## src/rtl/riu_pkg.sv

```systemverilog
// Shared fetch-path types and constants.
//   XLEN / ILEN   : address and instruction widths
//   INSTR_BYTES   : PC increment per fetched word
//   fetch_entry_t : one buffered instruction with the address it came from
//   pc_next()     : sequential PC step (wraps naturally at 2^XLEN)
package riu_pkg;
  localparam int XLEN        = 32;
  localparam int ILEN        = 32;
  localparam int INSTR_BYTES = 4;

  typedef struct packed {
    logic [ILEN-1:0] instr;
    logic [XLEN-1:0] pc;
  } fetch_entry_t;

  function automatic logic [XLEN-1:0] pc_next(input logic [XLEN-1:0] pc);
    return pc + XLEN'(INSTR_BYTES);
  endfunction
endpackage

```

## src/rtl/instr_fetch_unit_if.sv

```systemverilog
// Fetch-unit bus bundle: instruction-memory request/response, redirect from
// execute, and the valid/ready instruction stream to the decoder.
//   master : the fetch unit side
//   slave  : the environment side (memory, execute, decoder)
interface instr_fetch_unit_if;
  logic                       imem_req;
  logic [riu_pkg::XLEN-1:0]   imem_addr;
  logic                       imem_gnt;
  logic                       imem_rvalid;
  logic [riu_pkg::ILEN-1:0]   imem_rdata;
  logic                       redirect_valid;
  logic [riu_pkg::XLEN-1:0]   redirect_pc;
  logic                       instr_valid;
  logic                       instr_ready;
  logic [riu_pkg::ILEN-1:0]   instr;
  logic [riu_pkg::XLEN-1:0]   instr_pc;

  modport master (
    output imem_req, imem_addr, instr_valid, instr, instr_pc,
    input  imem_gnt, imem_rvalid, imem_rdata, redirect_valid, redirect_pc, instr_ready
  );
  modport slave (
    input  imem_req, imem_addr, instr_valid, instr, instr_pc,
    output imem_gnt, imem_rvalid, imem_rdata, redirect_valid, redirect_pc, instr_ready
  );
endinterface

```

## src/rtl/instr_fetch_unit_fetch_fifo.sv

```systemverilog
// fetch_fifo: synchronous FIFO of fetch_entry_t with flush.
//   clk, rst  : clock, synchronous active-high reset
//   push_i    : write entry_i (caller guarantees space unless popping too)
//   pop_i     : drop head (caller guarantees non-empty)
//   flush_i   : discard all entries; wins over push/pop
//   head_o    : oldest entry, count_o / full_o / empty_o : occupancy
module fetch_fifo
  import riu_pkg::*;
#(
  parameter  int DEPTH = 2,
  localparam int CW    = $clog2(DEPTH + 1),
  localparam int PW    = (DEPTH > 1) ? $clog2(DEPTH) : 1
) (
  input  logic         clk,
  input  logic         rst,
  input  logic         push_i,
  input  fetch_entry_t entry_i,
  input  logic         pop_i,
  input  logic         flush_i,
  output fetch_entry_t head_o,
  output logic [CW-1:0] count_o,
  output logic         full_o,
  output logic         empty_o
);
  fetch_entry_t  mem_q [DEPTH];
  logic [PW-1:0] wr_q, rd_q;
  logic [CW-1:0] cnt_q, cnt_d;

  function automatic logic [PW-1:0] inc(input logic [PW-1:0] p);
    return (p == PW'(DEPTH - 1)) ? '0 : p + PW'(1);
  endfunction

  assign cnt_d = cnt_q + CW'(push_i) - CW'(pop_i);

  always_ff @(posedge clk) begin
    if (rst) begin
      wr_q  <= '0;
      rd_q  <= '0;
      cnt_q <= '0;
      for (int i = 0; i < DEPTH; i++) mem_q[i] <= '0;
    end else if (flush_i) begin
      wr_q  <= '0;
      rd_q  <= '0;
      cnt_q <= '0;
    end else begin
      // On full push+pop wr_q == rd_q: the old head is consumed at this edge
      // and its slot takes the new word.
      if (push_i) begin
        mem_q[wr_q] <= entry_i;
        wr_q        <= inc(wr_q);
      end
      if (pop_i) rd_q <= inc(rd_q);
      cnt_q <= cnt_d;
    end
  end

  assign head_o  = mem_q[rd_q];
  assign count_o = cnt_q;
  assign full_o  = (cnt_q == CW'(DEPTH));
  assign empty_o = (cnt_q == '0);
endmodule

```

## src/rtl/instr_fetch_unit.sv

```systemverilog
// instr_fetch_unit: PC, request credit, response tagging and redirect
// handling in front of the decoder.
//   clk, rst : clock, synchronous active-high reset
//   bus      : instr_fetch_unit_if.master (imem req/gnt/rvalid, redirect,
//              instr valid/ready stream)
// Requests are issued only while (inflight + buffered) < FIFO_DEPTH, so every
// response always has a FIFO slot and memory never sees backpressure.
module instr_fetch_unit
  import riu_pkg::*;
#(
  parameter logic [XLEN-1:0] RESET_PC   = 32'h0000_0000,
  parameter int              FIFO_DEPTH = 2
) (
  input  logic                clk,
  input  logic                rst,
  instr_fetch_unit_if.master  bus
);
  localparam int CW = $clog2(FIFO_DEPTH + 1);
  localparam int TW = $clog2(FIFO_DEPTH);

  logic [XLEN-1:0] pc_q, pc_d;
  logic [CW-1:0]   inflight_q, inflight_d;
  logic [CW-1:0]   discard_q, discard_d;
  logic [XLEN-1:0] tag_q [FIFO_DEPTH];
  logic [TW-1:0]   tag_wr_q, tag_rd_q;

  logic [CW-1:0]   fifo_cnt;
  logic            fifo_full, fifo_empty;
  fetch_entry_t    fifo_head, fifo_in;
  logic            req, grant, rsp, push, pop;

  function automatic logic [TW-1:0] tinc(input logic [TW-1:0] p);
    return (p == TW'(FIFO_DEPTH - 1)) ? '0 : p + TW'(1);
  endfunction

  assign req   = !rst && (({1'b0, inflight_q} + {1'b0, fifo_cnt}) < (CW+1)'(FIFO_DEPTH));
  assign grant = req && bus.imem_gnt;
  assign rsp   = bus.imem_rvalid;
  // A response in the redirect cycle belongs to the old stream.
  assign push  = rsp && (discard_q == '0) && !bus.redirect_valid;
  assign pop   = bus.instr_valid && bus.instr_ready;

  assign fifo_in = '{instr: bus.imem_rdata, pc: tag_q[tag_rd_q]};

  always_comb begin
    pc_d       = pc_q;
    inflight_d = inflight_q + CW'(grant) - CW'(rsp);
    discard_d  = discard_q;
    if (bus.redirect_valid) begin
      pc_d      = {bus.redirect_pc[XLEN-1:2], 2'b00};
      // Everything still outstanding after this edge (including a request
      // granted right now) is stale.
      discard_d = inflight_d;
    end else begin
      if (grant) pc_d = pc_next(pc_q);
      if (rsp && discard_q != '0) discard_d = discard_q - CW'(1);
    end
  end

  always_ff @(posedge clk) begin
    if (rst) begin
      pc_q       <= RESET_PC;
      inflight_q <= '0;
      discard_q  <= '0;
      tag_wr_q   <= '0;
      tag_rd_q   <= '0;
    end else begin
      pc_q       <= pc_d;
      inflight_q <= inflight_d;
      discard_q  <= discard_d;
      // Tag queue tracks every outstanding request, stale or not, so it is
      // never flushed; dropped responses simply retire their tag.
      if (grant) begin
        tag_q[tag_wr_q] <= pc_q;
        tag_wr_q        <= tinc(tag_wr_q);
      end
      if (rsp) tag_rd_q <= tinc(tag_rd_q);
    end
  end

  always_ff @(posedge clk) begin
    if (!rst) assert (!(push && fifo_full && !pop));
  end

  fetch_fifo #(.DEPTH(FIFO_DEPTH)) u_fifo (
    .clk     (clk),
    .rst     (rst),
    .push_i  (push),
    .entry_i (fifo_in),
    .pop_i   (pop),
    .flush_i (bus.redirect_valid),
    .head_o  (fifo_head),
    .count_o (fifo_cnt),
    .full_o  (fifo_full),
    .empty_o (fifo_empty)
  );

  assign bus.imem_req    = req;
  assign bus.imem_addr   = pc_q;
  assign bus.instr_valid = !rst && !fifo_empty;
  assign bus.instr       = rst ? '0 : fifo_head.instr;
  assign bus.instr_pc    = rst ? '0 : fifo_head.pc;
endmodule

```

## src/flat_wrapper.sv

```systemverilog
// flat-port wrapper written by rule: the top's interface ports become plain ports
module instr_fetch_unit_flat import riu_pkg::*;
#(
  parameter logic [XLEN-1:0] RESET_PC   = 32'h0000_0000,
  parameter int              FIFO_DEPTH = 2
)
  (clk, rst, bus_imem_req, bus_imem_addr, bus_instr_valid, bus_instr, bus_instr_pc, bus_imem_gnt, bus_imem_rvalid, bus_imem_rdata, bus_redirect_valid, bus_redirect_pc, bus_instr_ready);
  instr_fetch_unit_if bus_i ();
  input  logic clk;
  input  logic rst;
  output wire logic [$bits(bus_i.imem_req)-1:0] bus_imem_req;
  output wire logic [$bits(bus_i.imem_addr)-1:0] bus_imem_addr;
  output wire logic [$bits(bus_i.instr_valid)-1:0] bus_instr_valid;
  output wire logic [$bits(bus_i.instr)-1:0] bus_instr;
  output wire logic [$bits(bus_i.instr_pc)-1:0] bus_instr_pc;
  input wire logic [$bits(bus_i.imem_gnt)-1:0] bus_imem_gnt;
  input wire logic [$bits(bus_i.imem_rvalid)-1:0] bus_imem_rvalid;
  input wire logic [$bits(bus_i.imem_rdata)-1:0] bus_imem_rdata;
  input wire logic [$bits(bus_i.redirect_valid)-1:0] bus_redirect_valid;
  input wire logic [$bits(bus_i.redirect_pc)-1:0] bus_redirect_pc;
  input wire logic [$bits(bus_i.instr_ready)-1:0] bus_instr_ready;
  assign bus_imem_req = bus_i.imem_req;
  assign bus_imem_addr = bus_i.imem_addr;
  assign bus_instr_valid = bus_i.instr_valid;
  assign bus_instr = bus_i.instr;
  assign bus_instr_pc = bus_i.instr_pc;
  assign bus_i.imem_gnt = bus_imem_gnt;
  assign bus_i.imem_rvalid = bus_imem_rvalid;
  assign bus_i.imem_rdata = bus_imem_rdata;
  assign bus_i.redirect_valid = bus_redirect_valid;
  assign bus_i.redirect_pc = bus_redirect_pc;
  assign bus_i.instr_ready = bus_instr_ready;
  instr_fetch_unit #(.RESET_PC(RESET_PC), .FIFO_DEPTH(FIFO_DEPTH)) u_core (.clk(clk), .rst(rst), .bus(bus_i));
endmodule
```

## config.mk

```make
export PLATFORM = sky130hd
export DESIGN_NAME = instr_fetch_unit_flat
export DESIGN_NICKNAME = d
export VERILOG_FILES = /design/src/rtl/riu_pkg.sv /design/src/rtl/instr_fetch_unit_if.sv /design/src/rtl/instr_fetch_unit_fetch_fifo.sv /design/src/rtl/instr_fetch_unit.sv /design/src/flat_wrapper.sv
export SDC_FILE = /design/constraint.sdc
export NUM_CORES = 1
export LEC_CHECK = 0
export BUFFER_PORTS_ARGS = -buffer_cell sky130_fd_sc_hd__buf_4
export CELL_PAD_IN_SITES_DETAIL_PLACEMENT = 2
export CELL_PAD_IN_SITES_GLOBAL_PLACEMENT = 2
export CORE_MARGIN = 2
export CORE_UTILIZATION = 41
export DETAILED_ROUTE_END_ITERATION = 8
export HOLD_SLACK_MARGIN = 0.03
export PLACE_DENSITY_LB_ADDON = 0.1
export SLEW_MARGIN = 20
export SYNTH_ARGS = -nofsm -noshare
export SYNTH_HDL_FRONTEND = slang
export SYNTH_SLANG_ARGS = --single-unit
```

## constraint.sdc

```tcl
create_clock -name clk -period 7.1 [get_ports clk]
set_input_delay 0.71 -clock clk [delete_from_list [all_inputs] [get_ports clk]]
set_output_delay 0.71 -clock clk [all_outputs]
set_load 0.02 [all_outputs]
```

==> impl_metrics.ini, run 1 <==
[run_status]
outcome = completed

[setup_path]
required_ns = 6.39
crit_fanout = 66
critPathBufInv = 3
r2r_slack_ns = 4.20
end_kind = output pin
crit_family = buffers and inverters
crit_type = in -> out
worstSetupStartpointType = input pin
cp_slowest_cell = buf_4
worst_path_most_repeated_cell = buf_4
worstPathArrival_ns = 2.26
max_stage_delay_ns = 0.58
path_cells = buf_4 -> buf_4 -> nor2_1 -> buf_4

[floorplan]
die_area_um2 = 25200
core_um2 = 23470
start_util_pct = 41.83
io_pins = 168
dieHeight_um = 158.7
die_w_um = 158.7
rows = 56

[route]
drc_errors = 0
wl_per_cell_um = 21.81
dr.pass1.iters = 4
drt_iter0_markers = 310
vias = 6702
viasPerCell = 5.252
wirelength_um = 27830
antenna_left = 0

[finish]
final_area_um2 = 12210
drive_gt1_share_pct = 23.72
fillerInstances = 2301
final_common_cell = edfxtp_1
final_nets = 1015
syn_to_final_growth_pct = 24.39
layout_common_cells = 184 x edfxtp_1, 169 x buf_4, 156 x nor2_1
num_antenna_cells = 0

[power_and_ir_drop]
combPwrFrac_pct = 11.3
clock_power_share_pct = 41.1
power_density_nw_per_um2 = 276.4
swShare_pct = 24.53
irDropWorstVdd_mv = 0.1867
p_leak_nw = 4.584
pwr-share-seq_pct = 47.6
internal_power_mw = 2.547
p_sw_uw = 828.0

[run]
maxCapViolations = 0

[clocking]
cts_num_sinks = 226
clock-root-buffer = clkbuf_16
tritoncts = yes
htree_num_levels = 1
path_clk_slew_ns = 0.06
cts_setup_buffers = 0
cts_resized = 0
clk_latency_ns = 0.53
clock_path_buffers = 3
cts_hold_buf = 0
cts_made_buffers = 25

[timing]
clock.fmax_mhz = 336.2
period_share_pct = 41.90
worst_slack_ns = 4.125
slew_headroom_pct = 30.07
holdWs_ns = 0.4334
hold_viol = 0
rsz0062_at_grt = no
fin_skew_ns = 0.01433
fin_crit_ns = 2.975
setup-tns-final_ns = 0
final-max-slew-violation-count = 0
tightest_slew_ns = 1.049
setup_viol = 0

[synthesis]
synth.avg_cell_area_um2 = 12.48
synth_edf_count = 184
yosysWarnings = 0
yosysUniqueCellTypes = 47
synthArstFlopShare_pct = 0
ys_seq_elements = 226
synth.area.mux_share_pct = 9.481
synth-seq-area-share_pct = 64.84
yosys.area_share.simple_pct = 16.40
synth-xor-area-share_pct = 2.676
synth_cells = 787
synth_top_family_by_area = simple AND/OR/NAND/NOR gates
netlist_area_um2 = 9818
synthFlopType = edfxtp_1
synth_fa_ha_area_share_pct = 0.9685
synth_compound_area_share_pct = 3.046

[place]
dpl-instance-area_um2 = 11320
place.gp.congestion = 0.7985
port_buffers = 161
dp_hpwl_um = 17500
dpl_worst_slack_ns = 3.755

[global_route]
globalRouteTotalUtil_pct = 22.19
grt_max_degree = 67
grt_pass1_vias = 7640
overflow = 0
grt_pass1_wl_um = 44060
antenna_found_initial = 0

[min_path]
worst_hold_path_type = in -> reg
## area by class of cell
type / instances / area (µm²) / share of cell area [%]
Timing Repair Buffer: 170 / 1280 / 10.48
Clock inverter: 10 / 156.4 / 1.281
Inverter: 10 / 42.54 / 0.3483
Sequential cell: 226 / 6371 / 52.17
Clock buffer: 36 / 726.9 / 5.952
Tap cell: 319 / 399.1 / 3.268
Multi-Input combinational cell: 505 / 3237 / 26.50
## cell usage after synthesis, types with 12 or more instances
cell type	instances	area share [%]
nand2_1	24	0.92
edfxtp_1	184	56
buf_1	12	0.46
dfxtp_1	42	8.6
a211oi_1	12	0.92
nor2_1	157	6.0
xnor2_1	22	2.0
nand3_1	18	0.92
clkbuf_1	31	1.2
mux2i_1	93	9.5
a21oi_1	14	0.71
and2_1	71	4.5
## path summary, 6_finish.rpt
path | from | to | depth (start not counted)
setup / recovery | rst | bus_instr_pc[21] | 4
hold reg to reg | u_core.tag_rd_q$_SDFFE_PP0P_ | u_core.tag_rd_q$_SDFFE_PP0P_ | 2
hold / removal | bus_redirect_pc[2] | u_core.bus.imem_addr[2]$_SDFFE_PP0P_ | 3
setup reg to reg | u_core.inflight_q[0]$_SDFF_PP0_ | u_core.bus.imem_addr[23]$_SDFFE_PP0P_ | 8
## registers in the layout (all words and copies together), names as in the netlist, 2 cells and up, named ones only
register and cells:
u_core.u_fifo.mem_q 124, u_core.inflight_q 2, u_core.bus.imem_addr 30, u_core.tag_q 60
u_core.discard_q 2, u_core.u_fifo.count_o 2
## kinds of logic (layout without fill, tap and decap cells)
logic type / Yosys count / count (layout)
AO/OA/AOI/OAI: 45 / 45
flip-flops: 226 / 226
multiplexers: 93 / 93
adder cells (fa/ha/maj): 7 / 7
AND/OR/NAND/NOR: 326 / 326
other: 1 / 4
buffers and inverters: 59 / 226
XOR/XNOR: 30 / 30
## power groups by stage
| stage | sequential, mW | combinational [mW] | clock (mW) |
|---|---|---|---|
| detailed placement | 1.64 | 0.383 | 0 |
| finish | 1.61 | 0.381 | 1.39 |
| floorplan | 1.62 | 0.219 | 0 |
| global placement | 1.62 | 0.363 | 0 |
| CTS | 1.61 | 0.389 | 1.42 |
| global route | 1.62 | 0.417 | 1.47 |
## layer usage
metal | vias up | routed length [µm] | track usage, %
met3 | 34 | 1115 | 2.978
met4 | 0 | 462 | 5.213
met2 | 165 | 14760 | 41.74
li1 | 3095 | - | -
met1 | 3408 | 11490 | 26.82
met5 | - | 0 | 0
## metrics by stage
step,power [mW],instances,util [%]
6_report,3.376,1276,52.03
3_3_place_gp,1.985,1230,48.24
5_1_grt,3.501,1276,52.03
3_5_place_dp,2.019,1230,48.25
2_1_floorplan,1.838,790,-
4_1_cts,3.416,1276,52.01
## worst min-delay path, stage by stage
cell     delay, ns
buf_4         0.08
a21oi_1       0.06
nor2_1        0.07
Note: power is estimated with default switching activity, not from simulation.
==> run 2, diff against run 1 <==
--- a/config.mk
+++ b/config.mk
@@ -9,7 +9,7 @@
 export CELL_PAD_IN_SITES_DETAIL_PLACEMENT = 2
 export CELL_PAD_IN_SITES_GLOBAL_PLACEMENT = 2
 export CORE_MARGIN = 2
-export CORE_UTILIZATION = 41
+export CORE_UTILIZATION = 38
 export DETAILED_ROUTE_END_ITERATION = 8
 export HOLD_SLACK_MARGIN = 0.03
 export PLACE_DENSITY_LB_ADDON = 0.1
==> constraint.sdc (replaced) <==
create_clock -name clk -period 2.9 [get_ports clk]
set_input_delay 0.29 -clock clk [delete_from_list [all_inputs] [get_ports clk]]
set_output_delay 0.29 -clock clk [all_outputs]
set_load 0.02 [all_outputs]
==> run 2 against run 1 <==
Against the previous run: critical path depth is 4 higher; worst hold slack worse by 0.41 ns; first-iteration DRC count is 31% higher; die area is 7.7% higher; global-route usage is 2.0 points lower; sequential share of layout area is 0.64 points lower; combinational power grew to 2.5 times the previous value; final cell count is 2.4% higher; power is 140% higher; clock power is 120% higher; non-clock buffer count is 20 higher; critical path type is now reg -> reg.
==> impl_metrics.ini, run 2 (synthesis gave the netlist of run 1 again) <==
[clocking]
tritoncts = yes
cts_num_sinks = 226
path_clk_slew_ns = 0.06
clk_latency_ns = 0.53
htree_num_levels = 1
cts_made_buffers = 25
clock-root-buffer = clkbuf_16
cts_setup_buffers = 0
clock_path_buffers = 3

[finish]
final_nets = 1035
drive_gt1_share_pct = 23.44
post-route-util_pct = 48.96
final_common_cell = edfxtp_1
layout_common_cells = 184 x edfxtp_1, 174 x buf_4, 156 x nor2_1
largest_register_ff_count = 124
final_cell_count_no_fill = 1307
num_antenna_cells = 0
syn_to_final_growth_pct = 25.93
top_register = u_core.u_fifo.mem_q

[timing]
slew_headroom_pct = 31.92
final-max-slew-violation-count = 0
fin_crit_ns = 2.710
hold_viol = 0
period_share_pct = 93.43
setup_viol = 0
fin_skew_ns = 0.01785
worst_slack_ns = 0.1905
rsz0062_at_grt = no
tightest_slew_ns = 1.019
clock.fmax_mhz = 369.1
setup-tns-final_ns = 0

[floorplan]
die_area_um2 = 27140
rows = 58
io_pins = 168
die_w_um = 164.7
core_um2 = 25250
dieHeight_um = 164.7
start_util_pct = 38.88

[route]
viasPerCell = 5.145
wl_per_cell_um = 20.85
dr.pass1.iters = 4
drc_errors = 0
wirelength_um = 27250
antenna_left = 0
vias = 6724
drt_iter0_markers = 407

[setup_path]
worstSetupStartpointType = flip-flop
required_ns = 3.34
crit_type = reg -> reg
worstPathArrival_ns = 3.15
r2r_slack_ns = 0.19
crit_fanout = 11
end_kind = flip-flop

[global_route]
grt_pass1_vias = 7413
grt_pass1_wl_um = 41940
globalRoute.busiestLayer = met2
grt_max_degree = 63
grt.met3_usage_pct = 3.214
globalRouteTotalUtil_pct = 20.20
overflow = 0
antenna_found_initial = 0
use_met1_pct = 25.23
grt_use_met2_pct = 35.91

[run]
maxCapViolations = 0

[power_and_ir_drop]
power_density_nw_per_um2 = 644.7
irDropWorstVdd_mv = 0.3457
p_leak_nw = 4.655

[run_status]
outcome = completed

[place]
place_inst = 1249
dpl_worst_slack_ns = 0.1741
place.gp.congestion = 0.8226
port_buffers = 161
dp_hpwl_um = 18110

[min_path]
worst_hold_path_type = in -> reg
## run 2: cell count changes in the layout (fill, tap and decap cells not counted), sizes merged
cell         delta
clkbuf          -3
bufinv          -2
clkinvlp        -1
buf             +8
clkinv          +5
dlygate4sd3    +12
inv             +1
## run 2: path summary, 6_finish.rpt
kind | start | to | cells past startpoint
setup / recovery | u_core.u_fifo.count_o[0]$_SDFF_PP0_ | u_core.bus.imem_addr[25]$_SDFFE_PP0P_ | 8
hold / removal | bus_redirect_pc[8] | u_core.bus.imem_addr[8]$_SDFFE_PP0P_ | 3
setup reg to reg | u_core.u_fifo.count_o[0]$_SDFF_PP0_ | u_core.bus.imem_addr[25]$_SDFFE_PP0P_ | 8
hold reg to reg | u_core.bus.imem_addr[19]$_SDFFE_PP0P_ | u_core.tag_q[0][19]$_DFFE_PP_ | 0
## run 2: routing by layer
metal / part of all wire [%] / vias to the layer above
li1: - / 3130
met1: 43 / 3390
met2: 50 / 160
met3: 4.8 / 44
met4: 2.5 / 0
met5: 0 / -
## run 2: power breakdown
group	leakage (nW)	switching (mW)	internal, mW	total [mW]
registers	2.20	0.155	3.77	3.93
clock network	0.386	1.30	1.78	3.08
logic	2.07	0.570	0.398	0.967
total	4.65	2.03	5.95	7.97
## run 2: final cells by class
class,count,area [µm²]
Timing Repair Buffer,190,1506
Sequential cell,226,6371
Inverter,10,42.54
Multi-Input combinational cell,505,3252
Clock inverter,13,123.9
Clock buffer,33,655.6
Tap cell,330,412.9
Fill cell,2532,12890
## run 2: critical path, cell delays in order (launching register included)
cell	delay, ns
dfxtp_1	0.35
and2_1	0.14
fa_1	0.43
or4b_4	0.64
clkinv_4	0.15
and4_1	0.33
nand4_1	0.14
xor2_1	0.17
a211oi_1	0.26
## run 2: through the flow
step | total power [mW] | cell area [µm²] | hold WS (ns)
after global placement | 4.887 | 11450 | 0.4717
after floorplan | 4.498 | 9843 | 0.4327
after CTS | 8.074 | 12350 | 0.03022
after detailed placement | 4.963 | 11450 | 0.5160
after global routing | 8.303 | 12360 | 0.03186
final | 7.972 | 12360 | 0.02400
## run 2: repair_timing
item / 4_1_cts / 5_1_grt
gates resized for setup: 0 / 2
hold buffers: 12 / 0
setup endpoints to repair: 0 / 1
endpoints found under the hold margin: 13 / 0
